**src/rtl/memory_if.sv**
```systemverilog
// Data-bus handshake between the memory pipeline stage and the data memory.
// The stage is the master; the memory (or bus model) is the slave.
interface memory_if;
    logic        dmem_req;
    logic        dmem_we;
    logic [31:0] dmem_addr;
    logic [31:0] dmem_wdata;
    logic        dmem_ready;
    logic [31:0] dmem_rdata;

    modport master (
        output dmem_req, dmem_we, dmem_addr, dmem_wdata,
        input  dmem_ready, dmem_rdata
    );

    modport slave (
        input  dmem_req, dmem_we, dmem_addr, dmem_wdata,
        output dmem_ready, dmem_rdata
    );
endinterface

```
**src/rtl/memory.sv**
```systemverilog
// Memory pipeline stage: registers execute-stage results, runs the data-bus
// request FSM and selects the writeback value.
module memory (
    input  logic        clk,
    input  logic        rst_n,
    input  logic        pc_write_e,
    input  logic        rd_write_e,
    input  logic        mem_write_e,
    input  logic [1:0]  rd_write_src_e,
    input  logic [4:0]  rd_e,
    input  logic [31:0] pc_e,
    input  logic [31:0] alu_res_e,
    input  logic [31:0] mem_data_e,
    input  logic        stall_m,
    input  logic        flush_m,
    output logic        pc_write_m,
    output logic        rd_write_m,
    output logic [1:0]  rd_write_src_m,
    output logic [4:0]  rd_m,
    output logic [31:0] pc_m,
    output logic [31:0] alu_res_m,
    output logic [31:0] result_m,
    output logic        busy_m,
    memory_if.master    dmem
);

    localparam logic [1:0] IDLE   = 2'b00;
    localparam logic [1:0] ACCESS = 2'b01;
    localparam logic [1:0] DONE   = 2'b10;

    logic [1:0]  state;
    logic        mem_write_m;
    logic [31:0] mem_data_m;
    logic [31:0] mem_rdata_m;
    logic        mem_op_e;
    logic        bus_done;

    assign mem_op_e = mem_write_e || (rd_write_e && (rd_write_src_e == 2'b01));
    assign bus_done = (state == ACCESS) && dmem.dmem_ready;
    assign busy_m   = (state == ACCESS) && !dmem.dmem_ready;

    // Bus fields come straight from held pipeline registers, so they stay
    // stable for as long as the slave keeps the request waiting.
    assign dmem.dmem_req   = (state == ACCESS);
    assign dmem.dmem_we    = mem_write_m;
    assign dmem.dmem_addr  = alu_res_m;
    assign dmem.dmem_wdata = mem_data_m;

    // Pipeline registers and FSM; a waiting request outranks flush and stall
    // so an outstanding bus transaction is never abandoned.
    always_ff @(posedge clk or negedge rst_n) begin
        if (!rst_n) begin
            state          <= IDLE;
            pc_write_m     <= 1'b0;
            rd_write_m     <= 1'b0;
            mem_write_m    <= 1'b0;
            rd_write_src_m <= 2'b00;
            rd_m           <= 5'd0;
            pc_m           <= 32'd0;
            alu_res_m      <= 32'd0;
            mem_data_m     <= 32'd0;
            mem_rdata_m    <= 32'd0;
        end else begin
            if (bus_done) begin
                mem_rdata_m <= dmem.dmem_rdata;
            end
            if (busy_m) begin
                state <= state;
            end else if (flush_m) begin
                state          <= IDLE;
                pc_write_m     <= 1'b0;
                rd_write_m     <= 1'b0;
                mem_write_m    <= 1'b0;
                rd_write_src_m <= 2'b00;
                rd_m           <= 5'd0;
                pc_m           <= 32'd0;
                alu_res_m      <= 32'd0;
                mem_data_m     <= 32'd0;
            end else if (stall_m) begin
                if (bus_done) begin
                    state <= DONE;
                end
            end else begin
                state          <= mem_op_e ? ACCESS : IDLE;
                pc_write_m     <= pc_write_e;
                rd_write_m     <= rd_write_e;
                mem_write_m    <= mem_write_e;
                rd_write_src_m <= rd_write_src_e;
                rd_m           <= rd_e;
                pc_m           <= pc_e;
                alu_res_m      <= alu_res_e;
                mem_data_m     <= mem_data_e;
            end
        end
    end

    // Load data bypasses the capture register during the completing cycle.
    always_comb begin
        result_m = alu_res_m;
        case (rd_write_src_m)
            2'b01:   result_m = (state == ACCESS) ? dmem.dmem_rdata : mem_rdata_m;
            2'b10:   result_m = pc_m + 32'd4;
            default: result_m = alu_res_m;
        endcase
    end

endmodule

```
**src/flat_wrapper.sv**
```systemverilog
// flat-port wrapper written by rule: the top's interface ports become plain ports
module memory_flat 
  (clk, rst_n, pc_write_e, rd_write_e, mem_write_e, rd_write_src_e, rd_e, pc_e, alu_res_e, mem_data_e, stall_m, flush_m, pc_write_m, rd_write_m, rd_write_src_m, rd_m, pc_m, alu_res_m, result_m, busy_m, dmem_dmem_req, dmem_dmem_we, dmem_dmem_addr, dmem_dmem_wdata, dmem_dmem_ready, dmem_dmem_rdata);
  memory_if dmem_i ();
  input  logic clk;
  input  logic rst_n;
  input  logic pc_write_e;
  input  logic rd_write_e;
  input  logic mem_write_e;
  input  logic [1:0] rd_write_src_e;
  input  logic [4:0] rd_e;
  input  logic [31:0] pc_e;
  input  logic [31:0] alu_res_e;
  input  logic [31:0] mem_data_e;
  input  logic stall_m;
  input  logic flush_m;
  output logic pc_write_m;
  output logic rd_write_m;
  output logic [1:0] rd_write_src_m;
  output logic [4:0] rd_m;
  output logic [31:0] pc_m;
  output logic [31:0] alu_res_m;
  output logic [31:0] result_m;
  output logic busy_m;
  output wire logic [$bits(dmem_i.dmem_req)-1:0] dmem_dmem_req;
  output wire logic [$bits(dmem_i.dmem_we)-1:0] dmem_dmem_we;
  output wire logic [$bits(dmem_i.dmem_addr)-1:0] dmem_dmem_addr;
  output wire logic [$bits(dmem_i.dmem_wdata)-1:0] dmem_dmem_wdata;
  input wire logic [$bits(dmem_i.dmem_ready)-1:0] dmem_dmem_ready;
  input wire logic [$bits(dmem_i.dmem_rdata)-1:0] dmem_dmem_rdata;
  assign dmem_dmem_req = dmem_i.dmem_req;
  assign dmem_dmem_we = dmem_i.dmem_we;
  assign dmem_dmem_addr = dmem_i.dmem_addr;
  assign dmem_dmem_wdata = dmem_i.dmem_wdata;
  assign dmem_i.dmem_ready = dmem_dmem_ready;
  assign dmem_i.dmem_rdata = dmem_dmem_rdata;
  memory u_core (.clk(clk), .rst_n(rst_n), .pc_write_e(pc_write_e), .rd_write_e(rd_write_e), .mem_write_e(mem_write_e), .rd_write_src_e(rd_write_src_e), .rd_e(rd_e), .pc_e(pc_e), .alu_res_e(alu_res_e), .mem_data_e(mem_data_e), .stall_m(stall_m), .flush_m(flush_m), .pc_write_m(pc_write_m), .rd_write_m(rd_write_m), .rd_write_src_m(rd_write_src_m), .rd_m(rd_m), .pc_m(pc_m), .alu_res_m(alu_res_m), .result_m(result_m), .busy_m(busy_m), .dmem(dmem_i));
endmodule
```
**config.mk**
```make
export PLATFORM = sky130hd
export DESIGN_NAME = memory_flat
export DESIGN_NICKNAME = d
export VERILOG_FILES = /design/src/rtl/memory_if.sv /design/src/rtl/memory.sv /design/src/flat_wrapper.sv
export SDC_FILE = /design/constraint.sdc
export NUM_CORES = 1
export LEC_CHECK = 0
export CAP_MARGIN = 10
export CORE_MARGIN = 5
export CORE_UTILIZATION = 42
export DETAILED_ROUTE_END_ITERATION = 6
export PLACE_DENSITY = 0.81
export SYNTH_ARGS = -nofsm -noshare
export SYNTH_HDL_FRONTEND = slang
export SYNTH_SLANG_ARGS = --single-unit
```
**constraint.sdc**
```tcl
create_clock -name clk -period 2.5 [get_ports clk]
set_input_delay 0.5 -clock clk [delete_from_list [all_inputs] [get_ports clk]]
set_output_delay 0.5 -clock clk [all_outputs]
set_load 0.01 [all_outputs]
```
==> results of run 1 <==
==> final timing paths <==
kind                                  startpoint                          to  slack, ps  cells past startpoint
min in group clk           u_core.mem_rdata_m[2]       u_core.mem_rdata_m[2]        490                      1
max                              u_core.state[1]                result_m[27]       -160                      8
min reg2reg                u_core.mem_rdata_m[2]       u_core.mem_rdata_m[2]        490                      1
max reg2reg                      u_core.state[0]        u_core.alu_res_m[22]        620                      7
max in group asynchronous                  rst_n             u_core.pc_m[30]       1780                      2
min                                        rst_n  u_core.dmem.dmem_wdata[19]         50                      1
==> cell usage after synthesis (all sizes together) (3+ instances only) <==
library cell	count	share of area, %
clkbuf	26	1.4
buf	50	4.8
nor4	3	0.37
xnor2	8	1.0
and4	5	0.64
a21oi	36	2.6
inv	14	0.77
a22o	106	14
mux2i	4	0.59
ha	3	0.55
dfrtp	140	51
o21ai	24	1.8
and3	10	0.92
nor3	4	0.44
and2	3	0.28
mux2	37	6.1
xor2	11	1.4
a221oi	7	0.90
a22oi	3	0.33
nor2	11	0.61
nand4	7	0.64
nand2	79	4.4
nand3	18	1.5
==> metrics by stage <==
| step | hold WS, ps | TNS [ps] |
|---|---|---|
| 3_3_place_gp | 468 | -1140 |
| 3_5_place_dp | 476 | -1720 |
| 6_report | 51.3 | -655 |
| 4_1_cts | 64.2 | -532 |
| 2_1_floorplan | 204 | 0 |
| 5_1_grt | 86.3 | -2070 |
==> worst max-delay path, cell delays in order (launching register included) <==
cell                       delay [ps]
sky130_fd_sc_hd__dfrtp_1          380
sky130_fd_sc_hd__nand2b_4         170
sky130_fd_sc_hd__inv_6             90
sky130_fd_sc_hd__buf_12           100
sky130_fd_sc_hd__mux2_4           290
sky130_fd_sc_hd__a32oi_1          170
sky130_fd_sc_hd__o21ai_1          100
sky130_fd_sc_hd__a311o_1          300
sky130_fd_sc_hd__buf_2            150
==> area by class of cell <==
type	count	area, um2
Multi-Input combinational cell	403	3330
Clock inverter	13	144
Sequential cell	140	3500
Timing Repair Buffer	422	4090
Inverter	14	62.6
Fill cell	1115	4060
Tap cell	216	270
Clock buffer	17	425
==> logic make-up after synthesis <==
group / count (synthesis)
buffers and inverters: 90
adder cells (fa/ha/maj): 3
XOR/XNOR: 19
AO/OA/AOI/OAI: 191
flip-flops: 140
AND/OR/NAND/NOR: 149
multiplexers: 41
==> state kept, by name, summed over array words and instances, names as in the netlist <==
name,flops
u_core.mem_rdata_m,32
u_core.dmem.dmem_wdata,32
u_core.pc_write_m,1
u_core.rd_write_src_m,2
u_core.state,2
u_core.pc_m,32
u_core.dmem.dmem_we,1
u_core.rd_m,5
u_core.rd_write_m,1
u_core.alu_res_m,32
==> repair_timing <==
| action | 4_1_cts | 5_1_grt |
|---|---|---|
| setup endpoints to repair | 34 | 32 |
| hold buffers | 0 | 0 |
| pin swaps | 20 | 30 |
| gates resized for setup | 182 | 84 |
| buffers inserted | 13 | 13 |
| cloned | 1 | 1 |
==> layer usage <==
metal / global-route usage, % / up-vias / part of all wire (%)
met5: 0 / - / 0.048
met4: 8.37 / 2 / 2.0
met3: 7.45 / 41 / 7.9
met2: 47.4 / 326 / 50
met1: 35.6 / 3399 / 40
li1: - / 3029 / -
==> power groups by stage <==
stage | combinational, W | clock [W] | sequential [W]
3_5_place_dp | 0.00184 | 0 | 0.00276
3_3_place_gp | 0.00181 | 0 | 0.00274
4_1_cts | 0.00193 | 0.00250 | 0.00273
6_report | 0.00204 | 0.00247 | 0.00274
5_1_grt | 0.00217 | 0.00260 | 0.00277
2_1_floorplan | 0.000700 | 0 | 0.00280
==> layout by cell type, fill, tap and decap left out, types with 13 or more instances in the layout <==
cell,Yosys,final
sky130_fd_sc_hd__a21oi_1,36,13
sky130_fd_sc_hd__a21oi_2,0,20
sky130_fd_sc_hd__a22o_1,106,106
sky130_fd_sc_hd__buf_12,0,15
sky130_fd_sc_hd__buf_2,14,21
sky130_fd_sc_hd__buf_4,33,78
sky130_fd_sc_hd__buf_6,0,20
sky130_fd_sc_hd__clkbuf_16,0,18
sky130_fd_sc_hd__clkdlybuf4s50_1,0,280
sky130_fd_sc_hd__dfrtp_1,140,140
sky130_fd_sc_hd__mux2_1,35,30
sky130_fd_sc_hd__nand2_1,79,72
sky130_fd_sc_hd__o21ai_1,22,21
==> impl_metrics.env, run 1 <==
export IMPL_placed_cell_area_um2=10600
export IMPL_routabilityCongestion=0.871
export IMPL_tritoncts="built"
export IMPL_count_of_synthesis_stage_warnings_from_yosys=0
export IMPL_async_reset_ff_share_pct=100
export IMPL_cp_arrival_ps=2160
export IMPL_design_final_nets=1144
export IMPL_cts_root_buf="sky130_fd_sc_hd__clkbuf_16"
export IMPL_rsz0062_at_grt="yes"
export IMPL_seq_area_frac_synth_pct=51.5
export IMPL_ys_ff_latch=140
export IMPL_antenna_diode_count=0
export IMPL_layout_drive_gt1_share_pct=26.1
export IMPL_xor_xnor_share_of_the_synthesized_area_pct=2.44
export IMPL_fin_crit_sh_pct=107
export IMPL_cts_buffer_depth=2
export IMPL_via_count_of_the_first_global_routing_pass=7134
export IMPL_worst_setup_path_end_kind="output port"
export IMPL_final_max_slew_violation_count=0
export IMPL_die_x_um=137
export IMPL_finalSetupViolCount=12
export IMPL_setup_slack_ps=-163
export IMPL_worstSetupStartpointType="register"
export IMPL_drcViolationCount=0
export IMPL_post_synth_and_or_nand_nor_area_fraction_pct=10.7
export IMPL_port_buffers=314
export IMPL_via_count=6797
export IMPL_p_per_area_nw_per_um2=613
export IMPL_finish_instance_area_um2=11800
export IMPL_fp_row_count=46
export IMPL_io_pins=315
export IMPL_synth_adder_area_share_pct=0.551
export IMPL_syn_to_final_growth_pct=73.7
export IMPL_pin_count_of_the_biggest_net_entering_global_routing=77
export IMPL_pwr_share_comb_pct=28.1
export IMPL_power_static_leakage_nw=5.26
export IMPL_drtAntennaViolNets=0
export IMPL_place_inst=1172
export IMPL_achievable_frequency_ghz=0.376
export IMPL_timing_hold_worst_class="input port to async pin"
export IMPL_max_cap_violations=0
export IMPL_finalNonFillerCells=1225
export IMPL_postSynthAreaPerCell_um2=10.8
export IMPL_max_vdd_ir_drop_mv=0.482
export IMPL_status="finished with violations"
export IMPL_fin_worst_skew_ps=7.37
export IMPL_die_height_um=137
export IMPL_synth_top_family_by_area="compound AO/OA/AOI/OAI gates"
export IMPL_minimum_setup_slack_after_placement_ps=-289
export IMPL_totalPowerFinal_w=0.00725
export IMPL_finalHoldViolations=0
export IMPL_grt_pass1_wl_um=40500
export IMPL_synth_area_um2=6810
export IMPL_hpwl_um=19300
export IMPL_clkTransAtPathRegs_ps=60
export IMPL_cell_internal_pwr_w=0.00511
export IMPL_syn_nets=779
export IMPL_synth_top_flop_cell="sky130_fd_sc_hd__dfrtp_1"
export IMPL_swShare_pct=29.5
export IMPL_grt_remaining_overflow=0
export IMPL_crit_fanout=4
export IMPL_tritoncts_num_buffers=17
export IMPL_clock_tree_htree_level_count=4
export IMPL_seqPwrFrac_pct=37.8
export IMPL_timing_worst_slew_pin_value_ps=555
export IMPL_finish_utilization_pct=74.4
export IMPL_power_net_switching_w=0.00214
export IMPL_globalRouteTotalUtil_pct=28.1
export IMPL_worst_skew_pair_latency_ps=420
export IMPL_drt_wl_total_um=27000
export IMPL_post_drt_via_cell_ratio=5.55
export IMPL_synth_compound_area_share_pct=21.1
export IMPL_synthMuxAreaShare_pct=6.71
export IMPL_timing_max_slew_rel_slack_pct=63.0
export IMPL_drt_pass1_iter_count=5
export IMPL_netlist_cell_type_count=46
export IMPL_number_of_clock_sinks=140
export IMPL_floorplan_die_area_um2=18900
export IMPL_critical_path_required_ps=2000
export IMPL_synth_enable_flop_cells=0
export IMPL_initial_antenna_violation_count=1
export IMPL_power_clock_fraction_pct=34.1
export IMPL_drt_wirelength_per_cell_um=22.0
export IMPL_finalWorstPathRequiredPeriod_ps=2660
export IMPL_synthCells=633
export IMPL_design_core_area_um2=15900
export IMPL_floorplan_initialDensity_pct=42.9
export IMPL_violations="negative setup slack"
export IMPL_setup_worst_path_class="register to output port"
export IMPL_drtIter0Drc=443
Note: power is estimated with default switching activity, not from simulation.
==> run 2: changes to the inputs <==
--- a/config.mk
+++ b/config.mk
@@ -6,6 +6,7 @@
 export NUM_CORES = 1
 export LEC_CHECK = 0
 export CAP_MARGIN = 10
+export CORE_ASPECT_RATIO = 1.1
 export CORE_MARGIN = 5
 export CORE_UTILIZATION = 42
 export DETAILED_ROUTE_END_ITERATION = 6
==> impl_metrics.env, run 2 (synthesized netlist as in run 1, its figures left out) <==
export IMPL_grt_remaining_overflow=0
export IMPL_finalSetupViolCount=12
export IMPL_worstReg2RegStart="u_core.state[1]"
export IMPL_floorplan_initialDensity_pct=43.1
export IMPL_setup_worst_path_start="u_core.state[1]"
export IMPL_reg2reg_slack_ps=820
export IMPL_post_drt_via_cell_ratio=5.53
export IMPL_fin_worst_skew_ps=8.35
export IMPL_worst_skew_pair_latency_ps=420
export IMPL_drcViolationCount=0
export IMPL_fin_crit_sh_pct=106
export IMPL_crit_fanout=3
export IMPL_grt_pass1_wl_um=39800
export IMPL_timing_max_slew_rel_slack_pct=67.1
export IMPL_cts_root_buf="sky130_fd_sc_hd__clkbuf_16"
export IMPL_worstSetupStartpointType="register"
export IMPL_fillers=1083
export IMPL_drt_pass1_iter_count=5
export IMPL_timing_critical_path_cells="nand2b_4, inv_4, buf_6, mux2_4, a32oi_1, o21ai_1, a311o_1, buf_6"
export IMPL_io_pins=315
export IMPL_crit_path_max_incr_delay_ps=390
export IMPL_die_height_um=144
export IMPL_finalWorstPathRequiredPeriod_ps=2640
export IMPL_place_inst=1151
export IMPL_p_per_area_nw_per_um2=620
export IMPL_setup_total_negative_slack_ps=-784
export IMPL_finalHoldViolations=0
export IMPL_setup_worst_path_class="register to output port"
export IMPL_critical_path_required_ps=2000
export IMPL_final_max_slew_violation_count=0
export IMPL_multiInputGateArea_um2=3260
export IMPL_hold_worst_slack_ps=4.42
export IMPL_port_buffers=314
export IMPL_design_core_area_um2=15800
export IMPL_floorplan_die_area_um2=18900
export IMPL_syn_to_final_growth_pct=72.8
export IMPL_cts_buffer_depth=2
export IMPL_fp_row_count=48
export IMPL_hpwl_um=18600
export IMPL_regToRegEndpoint="u_core.pc_m[9]"
export IMPL_ff2ff_path_depth=5
export IMPL_setup_slack_ps=-145
export IMPL_status="finished with violations"
export IMPL_cts_hold_buf=0
export IMPL_critical_path_slowest_cell="sky130_fd_sc_hd__dfrtp_1"
export IMPL_timing_hold_worst_class="input port to async pin"
export IMPL_violations="negative setup slack"
export IMPL_drt_wl_total_um=26300
export IMPL_register_cell_area_after_layout_um2=3500
export IMPL_max_cap_violations=0
export IMPL_via_count=6705
export IMPL_timing_worst_slew_pin_value_ps=493
export IMPL_via_count_of_the_first_global_routing_pass=7101
export IMPL_clkTransAtPathRegs_ps=60
export IMPL_design_final_nets=1143
export IMPL_routabilityCongestion=0.863
export IMPL_tritoncts="built"
export IMPL_max_vdd_ir_drop_mv=0.436
export IMPL_globalRouteTotalUtil_pct=26.8
export IMPL_layout_drive_gt1_share_pct=24.6
export IMPL_tritoncts_num_buffers=17
export IMPL_finalNonFillerCells=1212
export IMPL_drtIter0Drc=393
export IMPL_power_static_leakage_nw=5.20
export IMPL_drt_wirelength_per_cell_um=21.7
export IMPL_initial_antenna_violation_count=2
export IMPL_die_x_um=131
export IMPL_final_common_cell="sky130_fd_sc_hd__clkdlybuf4s50_1"
export IMPL_pin_count_of_the_biggest_net_entering_global_routing=68
export IMPL_achievable_frequency_ghz=0.378
export IMPL_commonest_cells_after_routing_fill_and_taps_aside="sky130_fd_sc_hd__clkdlybuf4s50_1, sky130_fd_sc_hd__dfrtp_1, sky130_fd_sc_hd__a22o_1, sky130_fd_sc_hd__buf_4, sky130_fd_sc_hd__nand2_1"
export IMPL_path_common_cell="sky130_fd_sc_hd__buf_6"
export IMPL_worst_setup_path_end_kind="output port"
export IMPL_endpoint="result_m[27]"
export IMPL_clock_tree_htree_level_count=4
export IMPL_number_of_clock_sinks=140
export IMPL_cp_arrival_ps=2140
export IMPL_drtAntennaViolNets=0
export IMPL_rsz0062_at_grt="yes"
==> run 2: cell count changes in the layout (fill, tap and decap cells not counted), moves of 4 or more <==
| cell | previous run | this run |
|---|---|---|
| sky130_fd_sc_hd__a21oi_2 | 20 | 7 |
| sky130_fd_sc_hd__buf_6 | 20 | 24 |
| sky130_fd_sc_hd__buf_4 | 78 | 73 |
| sky130_fd_sc_hd__a21oi_1 | 13 | 26 |
| sky130_fd_sc_hd__buf_12 | 15 | 10 |
==> run 2: critical path: cells and delay by family, from the launching register on <==
family                 cells  cell delay [ps]
AOI/OAI and AO/OA          3              580
DFF                        1              390
buffers and inverters      3              310
muxes                      1              280
and+or+nand+nor            1              160
==> run 2: worst min path at each step <==
stage                from                   end  cells past startpoint
finish              rst_n       u_core.pc_m[15]                      1
global route        rst_n       u_core.pc_m[15]                      1
CTS                 rst_n       u_core.pc_m[22]                      1
detailed placement  rst_n  u_core.alu_res_m[31]                      1
global placement    rst_n  u_core.alu_res_m[31]                      1
floorplan           rst_n   u_core.alu_res_m[0]                      0
==> run 2: stage by stage <==
step	total power [W]	cell area [um2]	setup WS [ps]	utilization, %
CTS	0.00724	11500	-145	72.7
detailed placement	0.00458	10500	-268	66.6
global placement	0.00454	10500	-262	66.6
finish	0.00729	11800	-145	74.5
global route	0.00760	11800	-235	74.5
floorplan	0.00350	6810	255	-
==> run 2: final cells by class <==
class	instances	area share, %
Inverter	14	0.510
Multi-Input combinational cell	403	27.7
Tap cell	200	2.13
Clock inverter	14	1.35
Sequential cell	140	29.8
Antenna cell	2	0.0425
Timing Repair Buffer	421	34.7
Clock buffer	18	3.73
==> run 2: power breakdown <==
group | total, W | switching, W | internal, W
Sequential | 0.00274 | 0.000199 | 0.00254
Clock | 0.00257 | 0.00105 | 0.00151
Combinational | 0.00198 | 0.000899 | 0.00108
==> run 2: layer usage <==
layer  part of all wire (%)  up-vias  global-route usage [%]  wire [um]
li1                       -     3031                       -          -
met1                     40     3294                    33.2      10400
met4                    3.7        0                    11.2        973
met2                     49      322                    44.4      13000
met5                      0        -                       0          0
met3                    7.5       58                    7.39       1980
==> run 2: what timing repair did <==
item / in CTS / in global routing
resized for setup: 178 / 69
gates cloned: 2 / 1
buffers inserted: 17 / 10
endpoints found under the setup margin: 33 / 32
pin swaps: 32 / 37
